--- src/rtl/csl_8bit.sv ---
// 8-bit carry-select adder/subtractor with a registered result.
// The low nibble is a ripple adder. The high nibble is computed twice in parallel,
// once for each possible carry-in, and c4 picks one. Output latency is one clock.

// 1-bit full adder
module csl_fa (
    input  logic a,
    input  logic b,
    input  logic c,
    output logic s,
    output logic co
);
    assign s  = a ^ b ^ c;
    assign co = (a & b) | (c & (a ^ b));
endmodule

// 4-bit ripple-carry adder built from full adders
module csl_rca4 (
    input  logic [3:0] a,
    input  logic [3:0] b,
    input  logic       ci,
    output logic [3:0] s,
    output logic       co
);
    logic [4:0] carry;

    assign carry[0] = ci;

    generate
        for (genvar gi = 0; gi < 4; gi++) begin : g_fa
            csl_fa u_fa (
                .a  (a[gi]),
                .b  (b[gi]),
                .c  (carry[gi]),
                .s  (s[gi]),
                .co (carry[gi+1])
            );
        end
    endgenerate

    assign co = carry[4];
endmodule

// Top level: cin selects the mode (0 = add, 1 = subtract) and is also the carry into bit 0
module csl_8bit (
    input  logic [7:0] A,
    input  logic [7:0] B,
    input  logic       cin,
    output logic       COUT,
    output logic [7:0] sum,
    input  logic       clk,
    input  logic       rst
);
    logic [7:0] bx;
    logic [3:0] lo_sum;
    logic       c4;
    logic [3:0] hi_sum0;
    logic [3:0] hi_sum1;
    logic       hi_co0;
    logic       hi_co1;
    logic [7:0] sum_next;
    logic       cout_next;

    // In subtract mode, invert B; the +1 of two's complement comes in through cin
    generate
        for (genvar gi = 0; gi < 8; gi++) begin : g_bx
            assign bx[gi] = B[gi] ^ cin;
        end
    endgenerate

    csl_rca4 u_lo (
        .a  (A[3:0]),
        .b  (bx[3:0]),
        .ci (cin),
        .s  (lo_sum),
        .co (c4)
    );

    // Speculative upper nibbles; c4 never ripples into these adders
    csl_rca4 u_hi0 (
        .a  (A[7:4]),
        .b  (bx[7:4]),
        .ci (1'b0),
        .s  (hi_sum0),
        .co (hi_co0)
    );

    csl_rca4 u_hi1 (
        .a  (A[7:4]),
        .b  (bx[7:4]),
        .ci (1'b1),
        .s  (hi_sum1),
        .co (hi_co1)
    );

    // Carry-select muxes: c4 picks the matching upper result
    always_comb begin
        sum_next  = {hi_sum0, lo_sum};
        cout_next = hi_co0;
        if (c4) begin
            sum_next  = {hi_sum1, lo_sum};
            cout_next = hi_co1;
        end
    end

    // Output register; reset wins over loading a new result
    always_ff @(posedge clk) begin
        if (rst) begin
            sum  <= 8'h00;
            COUT <= 1'b0;
        end else begin
            sum  <= sum_next;
            COUT <= cout_next;
        end
    end
endmodule

--- config.mk ---
export PLATFORM = sky130hd
export DESIGN_NAME = csl_8bit
export DESIGN_NICKNAME = d
export VERILOG_FILES = /design/src/rtl/csl_8bit.sv
export SDC_FILE = /design/constraint.sdc
export NUM_CORES = 1
export LEC_CHECK = 0
export BUFFER_PORTS_ARGS = -buffer_cell sky130_fd_sc_hd__buf_2
export CELL_PAD_IN_SITES_DETAIL_PLACEMENT = 0
export CELL_PAD_IN_SITES_GLOBAL_PLACEMENT = 1
export CORE_MARGIN = 1.5
export CORE_UTILIZATION = 31
export CTS_BUF_LIST = sky130_fd_sc_hd__clkbuf_16
export DETAILED_ROUTE_END_ITERATION = 8
export PLACE_DENSITY_LB_ADDON = 0.1
export SLEW_MARGIN = 0
export SYNTH_ARGS = -nofsm -noshare
export SYNTH_HDL_FRONTEND = slang
export SYNTH_SLANG_ARGS = --single-unit
--- constraint.sdc ---
create_clock -name clk -period 3.5 [get_ports clk]
set_input_delay 0.35 -clock clk [delete_from_list [all_inputs] [get_ports clk]]
set_output_delay 0.35 -clock clk [all_outputs]
set_load 0.01 [all_outputs]
==> results of run 1 <==
[routing by layer]
| metal | global-route usage (%) | vias to the layer above | share of wire (%) |
|---|---|---|---|
| met5 | 0 | - | 0 |
| met4 | 9.09 | 0 | 0 |
| met3 | 2.86 | 0 | 7.2 |
| met2 | 13.9 | 18 | 50 |
| met1 | 10.3 | 161 | 43 |
| li1 | - | 194 | - |
[worst max path at each step]
| stage | from | endpoint | slack (ns) | depth (start not counted) |
|---|---|---|---|---|
| 6_report | cin | sum[7] | 0.48 | 12 |
| 5_1_grt | cin | sum[7] | 0.32 | 12 |
| 4_1_cts | cin | sum[7] | 0.46 | 12 |
| 3_5_place_dp | cin | sum[7] | 0.23 | 12 |
| 3_3_place_gp | cin | sum[7] | 0.25 | 12 |
| 2_1_floorplan | cin | sum[7] | 0.33 | 12 |
[cell usage in the layout, fill, tap and decap left out, drive strengths merged]
cell	count
fa	6
buf	28
xnor2	6
nor2	6
nor2b	3
inv	10
mux2i	2
xor2	3
dfxtp	9
clkbuf	3
ha	2
[synthesized netlist by cell type]
cell type and number:
sky130_fd_sc_hd__nor2b_1 3, sky130_fd_sc_hd__xnor2_1 6, sky130_fd_sc_hd__buf_6 1, sky130_fd_sc_hd__xor2_4 1, sky130_fd_sc_hd__mux2i_1 2, sky130_fd_sc_hd__inv_2 1, sky130_fd_sc_hd__xor2_1 2, sky130_fd_sc_hd__nor2_1 6
sky130_fd_sc_hd__inv_1 8, sky130_fd_sc_hd__fa_1 6, sky130_fd_sc_hd__dfxtp_1 9, sky130_fd_sc_hd__ha_1 2, sky130_fd_sc_hd__buf_2 1
[per-stage QoR]
step	worst slack [ns]	util (%)
after global routing	0.325	48.7
final	0.478	48.7
after global placement	0.249	43.7
after floorplan	0.331	-
after detailed placement	0.230	43.7
after CTS	0.461	48.7
[cell type report]
class / count / share of cell area (%)
clock inverter: 1 / 0.494
timing repair buffer: 28 / 18.8
inverter: 9 / 4.45
sequential: 9 / 23.7
tap: 16 / 2.64
clock buffer: 3 / 9.88
multi-input combinational: 28 / 40.0
[kinds of logic after synthesis]
logic type,count (synthesis),share of synthesized area (%)
adders and majority gates,8,27.2
xor gates and xnor gates,9,18.3
buffers and inverters,11,9.37
DFF,9,33.7
muxes,2,3.75
and+or+nand+nor,9,7.73
[critical path: stages]
cell and delay (ns):
sky130_fd_sc_hd__buf_2 0.12, sky130_fd_sc_hd__xnor2_1 0.14, sky130_fd_sc_hd__fa_1 0.41, sky130_fd_sc_hd__fa_1 0.36
sky130_fd_sc_hd__inv_1 0.07, sky130_fd_sc_hd__fa_1 0.21, sky130_fd_sc_hd__mux2i_1 0.11, sky130_fd_sc_hd__fa_1 0.40
sky130_fd_sc_hd__fa_1 0.38, sky130_fd_sc_hd__inv_1 0.08, sky130_fd_sc_hd__fa_1 0.39, sky130_fd_sc_hd__nor2b_1 0.13
[registers in the layout (all words and copies together) (netlist names)]
name,count
sum,8
COUT,1
[power breakdown]
| part | leakage [µW] | total, µW | internal, µW | switching (µW) |
|---|---|---|---|---|
| clock network | 0.0000423 | 192 | 149 | 43.0 |
| registers | 0.0000750 | 123 | 120 | 3.04 |
| logic | 0.000281 | 92.8 | 46.3 | 46.5 |
| total | 0.000398 | 407 | 314 | 92.6 |
==> reports/qor.log, run 1 <==
INFO  outcome        status=complete, but fails checks
INFO  outcome        violations_in_the_final_reports=DRC
INFO  synth          yosysTopAreaCell=sky130_fd_sc_hd__dfxtp_1
INFO  grt            gr-total-overflow=0
INFO  min_path       worst_hold_path.num_cells=2
INFO  grt            grt_pass1_wl=1300µm
INFO  pwr            power.total=407µW
INFO  synth          yosys_register_bits=9
INFO  detailed_routing iter_0_drt_violations=2
INFO  place          dp.final_hpwl=669µm
INFO  layout         final_cell_count_no_fill=94
INFO  timing         slew-limit-headroom=87.8%
INFO  worst_setup_path timing.critical_path.to_type=flop
INFO  timing         max_slew.worst_pin.slew=0.179ns
INFO  clocking       cts_tree=done
INFO  worst_setup_path critical_path_start_type=input pin
INFO  grt            grt_max_degree=10
INFO  detailed_routing post_drt_wl_per_cell=8.39µm
INFO  detailed_routing ant_nets=0
INFO  floorplan      die_height=44.5µm
INFO  synth          mappedNetlistArea=534µm²
INFO  layout         layout.area.seq=180µm²
INFO  synth          mappedNetlistNets=75
INFO  timing         hold_violations=0
INFO  floorplan      design.core.area=1560µm²
INFO  layout         final_layout_size_suffix_gt1_share=42.3%
INFO  layout         fillers=163
INFO  worst_setup_path worstPathRequired=3.62ns
INFO  detailed_routing wirelength=789µm
INFO  floorplan      core.rowCount=14
INFO  synth          synth.lib_cells_used.distinct=13
INFO  pwr            maximum_vdd_drop=0.196mV
INFO  min_path       holdCritPathClass=in2reg
INFO  clocking       cts_setup_buffers=0
INFO  synth          syn-mean-instance-area=11.1µm²
INFO  place          place_inst=90
INFO  grt            antenna_found_initial=0
INFO  clocking       cts-resized-gates=0
INFO  timing         setup_viol=0
INFO  place          finalWeightedCongestion=0.674
INFO  floorplan      dieWidth=44.5µm
INFO  synth          mapped_cells=48
INFO  detailed_routing dr.pass1.iters=5
INFO  timing         timing.final.crit_period=3.02ns
INFO  clocking       clock_pin_slew_on_the_worst_setup_and_hold_paths=0.04ns
INFO  clocking       cts-root-to-sink-buffers=2
INFO  worst_setup_path critical_path.max_fanout=3
INFO  layout         layout.cell_area.non_filler=759µm²
INFO  min_path       worstHoldEndpoint=sum[1]
INFO  clocking       htree_levels=1
INFO  place          buffer_ports.inserted=27
INFO  timing         period_utilization_post_route=86.4%
INFO  pwr            static-leakage-power=0.000398µW
INFO  flow_run       maxCapViolCount=0
INFO  layout         multi_input_area=304µm²
INFO  clocking       number_of_buffers_created_by_cts=3
INFO  worst_setup_path worst-endpoint-arrival=3.14ns
INFO  clocking       cts_hold_repair.buffers=0
INFO  timing         hold_ws=0.384ns
INFO  floorplan      die_area=1980µm²
INFO  detailed_routing vias=373
INFO  timing         setup_tns_after_final_layout=0ns
INFO  synth          post-synth-top-area-fraction=33.7%
INFO  grt            gr-usage-all-layers=9.34%
INFO  min_path       timing.hold.worst.start=rst
INFO  timing         drv_slew=0
INFO  clocking       clk_root_buffer_cell=sky130_fd_sc_hd__clkbuf_16
INFO  detailed_routing vias_per_cell=3.97
INFO  floorplan      floorplan.initialDensity=34.3%
INFO  place          dpl-instance-area=681µm²
INFO  worst_setup_path criticalPathCategory=in2reg
INFO  floorplan      design.portCount=28
INFO  synth          ys_warn_count=0
INFO  detailed_routing drcViolationCount=2
INFO  layout         final_nets=106
INFO  pwr            p_per_area=536nW/µm²
INFO  clocking       cts_sinks=9
INFO  grt            first_global_vias=352
INFO  timing         rsz_0062_raised_after_global_routing=no
INFO  synth          ys_seq_area_share=33.7%
INFO  synth          netlist_top_cells_area=sky130_fd_sc_hd__dfxtp_1, sky130_fd_sc_hd__fa_1, sky130_fd_sc_hd__xnor2_1, sky130_fd_sc_hd__inv_1, sky130_fd_sc_hd__xor2_4
INFO  layout         antenna-diode-count=0
INFO  layout         area_delta_synth_final=42.2%
INFO  timing         timing.fmax=331MHz
Note: power is estimated with default switching activity, not from simulation.
==> run 2: changes to the inputs <==
--- a/config.mk
+++ b/config.mk
@@ -13,6 +13,7 @@
 export CTS_BUF_LIST = sky130_fd_sc_hd__clkbuf_16
 export DETAILED_ROUTE_END_ITERATION = 8
 export PLACE_DENSITY_LB_ADDON = 0.1
+export SETUP_SLACK_MARGIN = 0.5
 export SLEW_MARGIN = 0
 export SYNTH_ARGS = -nofsm -noshare
 export SYNTH_HDL_FRONTEND = slang
==> run 2 against run 1 <==
  * Largest cell class unchanged
  * Largest power group unchanged
  * First-iteration DRC count is 50% higher
  * Maximum frequency grew 4.5%
  * The run still ends with DRC left
  * Non-clock buffer count grew 1
  * Clock-buffer cell count stayed put
  * Via count increased by 5.4%
  * Global-route usage is 0.87 points higher
  * Clock power hardly changed
  * Critical path type unchanged
  * Critical endpoint unchanged
==> reports/qor.log, run 2 (synthesis results as in run 1) <==
INFO  outcome        status=complete, but fails checks
INFO  outcome        violations_in_the_final_reports=DRC
INFO  clocking       clock_pin_slew_on_the_worst_setup_and_hold_paths=0.04ns
INFO  layout         final_nets=107
INFO  timing         period_utilization_post_route=82.6%
INFO  clocking       cts_tree=done
INFO  clocking       cts-root-to-sink-buffers=2
INFO  place          dp.final_hpwl=715µm
INFO  worst_setup_path worst-endpoint-arrival=3.01ns
INFO  floorplan      design.portCount=28
INFO  timing         hold_violations=0
INFO  clocking       htree_levels=1
INFO  layout         final_layout_size_suffix_gt1_share=54.4%
INFO  timing         setup_viol=0
INFO  worst_setup_path criticalPathCategory=in2reg
INFO  layout         area_delta_synth_final=50.1%
INFO  layout         max_flop_register=sum
INFO  grt            gr-usage-all-layers=10.2%
INFO  worst_setup_path critical_path_start_type=input pin
INFO  grt            first_global_vias=320
INFO  place          place_inst=90
INFO  worst_setup_path crit_path_start=cin
INFO  timing         drv_slew=0
INFO  pwr            static-leakage-power=0.000407µW
INFO  layout         antenna-diode-count=0
INFO  detailed_routing wirelength=888µm
INFO  pwr            maximum_vdd_drop=0.194mV
INFO  grt            grt_pass1_wl=1330µm
INFO  clocking       number_of_buffers_created_by_cts=3
INFO  clocking       cts_sinks=9
INFO  timing         rsz_0062_raised_after_global_routing=no
INFO  worst_setup_path critical_path.max_fanout=5
INFO  floorplan      dieWidth=44.5µm
INFO  layout         layout_commonest_cell=sky130_fd_sc_hd__buf_2
INFO  min_path       holdCritPathClass=in2reg
INFO  detailed_routing dr.pass1.iters=5
INFO  worst_setup_path worstPathRequired=3.62ns
INFO  detailed_routing ant_nets=0
INFO  detailed_routing vias=393
INFO  layout         layout_top_registers=sum (8), COUT (1)
INFO  layout         final_cell_count_no_fill=95
INFO  timing         setup_tns_after_final_layout=0ns
INFO  timing         hold_ws=0.386ns
INFO  clocking       clk_root_buffer_cell=sky130_fd_sc_hd__clkbuf_16
INFO  detailed_routing iter_0_drt_violations=3
INFO  floorplan      core.rowCount=14
INFO  floorplan      die_area=1980µm²
INFO  pwr            p_per_area=520nW/µm²
INFO  place          finalWeightedCongestion=0.665
INFO  clocking       cts_hold_repair.buffers=0
INFO  grt            gr-total-overflow=0
INFO  floorplan      floorplan.initialDensity=34.3%
INFO  timing         timing.final.crit_period=2.89ns
INFO  place          buffer_ports.inserted=27
INFO  timing         max_slew.worst_pin.slew=0.205ns
INFO  min_path       timing.hold.worst.start=A[0]
INFO  floorplan      design.core.area=1560µm²
INFO  floorplan      die_height=44.5µm
INFO  layout         most-common-layout-cells=sky130_fd_sc_hd__buf_2, sky130_fd_sc_hd__dfxtp_1, sky130_fd_sc_hd__inv_1
INFO  grt            grt_max_degree=10
INFO  worst_setup_path timing.critical_path.to_type=flop
INFO  detailed_routing post_drt_wl_per_cell=9.35µm
INFO  grt            antenna_found_initial=0
INFO  detailed_routing drcViolationCount=3
INFO  timing         timing.fmax=346MHz
INFO  layout         largest_register_ff_count=8
INFO  flow_run       maxCapViolCount=0
INFO  detailed_routing vias_per_cell=4.14
INFO  timing         slew-limit-headroom=86.3%
-- run 2: final timing paths --
path	endpoint	cells after the start	slack, ns
min	sum[0]	3	0.39
max	sum[7]	12	0.61
-- run 2: report_power, final --
part	switching, µW	internal, µW
Clock	44.4	149
Sequential	2.98	119
Combinational	48.8	52.8
Total	96.1	321
-- run 2: critical path: stages --
cell and delay (ns):
sky130_fd_sc_hd__clkbuf_4 0.15, sky130_fd_sc_hd__xnor2_2 0.15, sky130_fd_sc_hd__fa_2 0.36, sky130_fd_sc_hd__fa_2 0.34, sky130_fd_sc_hd__inv_2 0.06, sky130_fd_sc_hd__fa_2 0.21, sky130_fd_sc_hd__mux2i_2 0.08, sky130_fd_sc_hd__fa_2 0.34
sky130_fd_sc_hd__fa_1 0.36, sky130_fd_sc_hd__inv_1 0.07, sky130_fd_sc_hd__fa_1 0.39, sky130_fd_sc_hd__nor2b_1 0.13
-- run 2: repair_timing --
item	in CTS	in global routing
setup buffers	0	1
endpoints found under the setup margin	0	1
gates resized for setup	0	4
-- run 2: final cells by class --
type	count	area, µm²
fillers	137	757
multi-input cells	28	337
flip-flops and latches	9	180
repair buffers	29	153
clock buffers	3	75.1
inverters	9	33.8
well taps	16	20.0
clock inverters	1	3.75
-- run 2: per-layer routing --
metal | part of all wire [%] | up-vias | GRT usage (%)
li1 | - | 198 | -
met1 | 40 | 175 | 10.6
met2 | 50 | 18 | 15.4
met3 | 9.1 | 2 | 5.71
met4 | 0.68 | 0 | 7.27
met5 | 0 | - | 0
-- run 2: stage by stage --
stage          cell area (µm²)  utilization, %  setup WS [ns]  power, µW
2_1_floorplan              552               -          0.435        187
6_report                   802            51.4          0.608        417
4_1_cts                    777            49.8          0.531        419
3_3_place_gp               698            44.8          0.326        220
5_1_grt                    802            51.4          0.511        445
3_5_place_dp               698            44.8          0.308        221
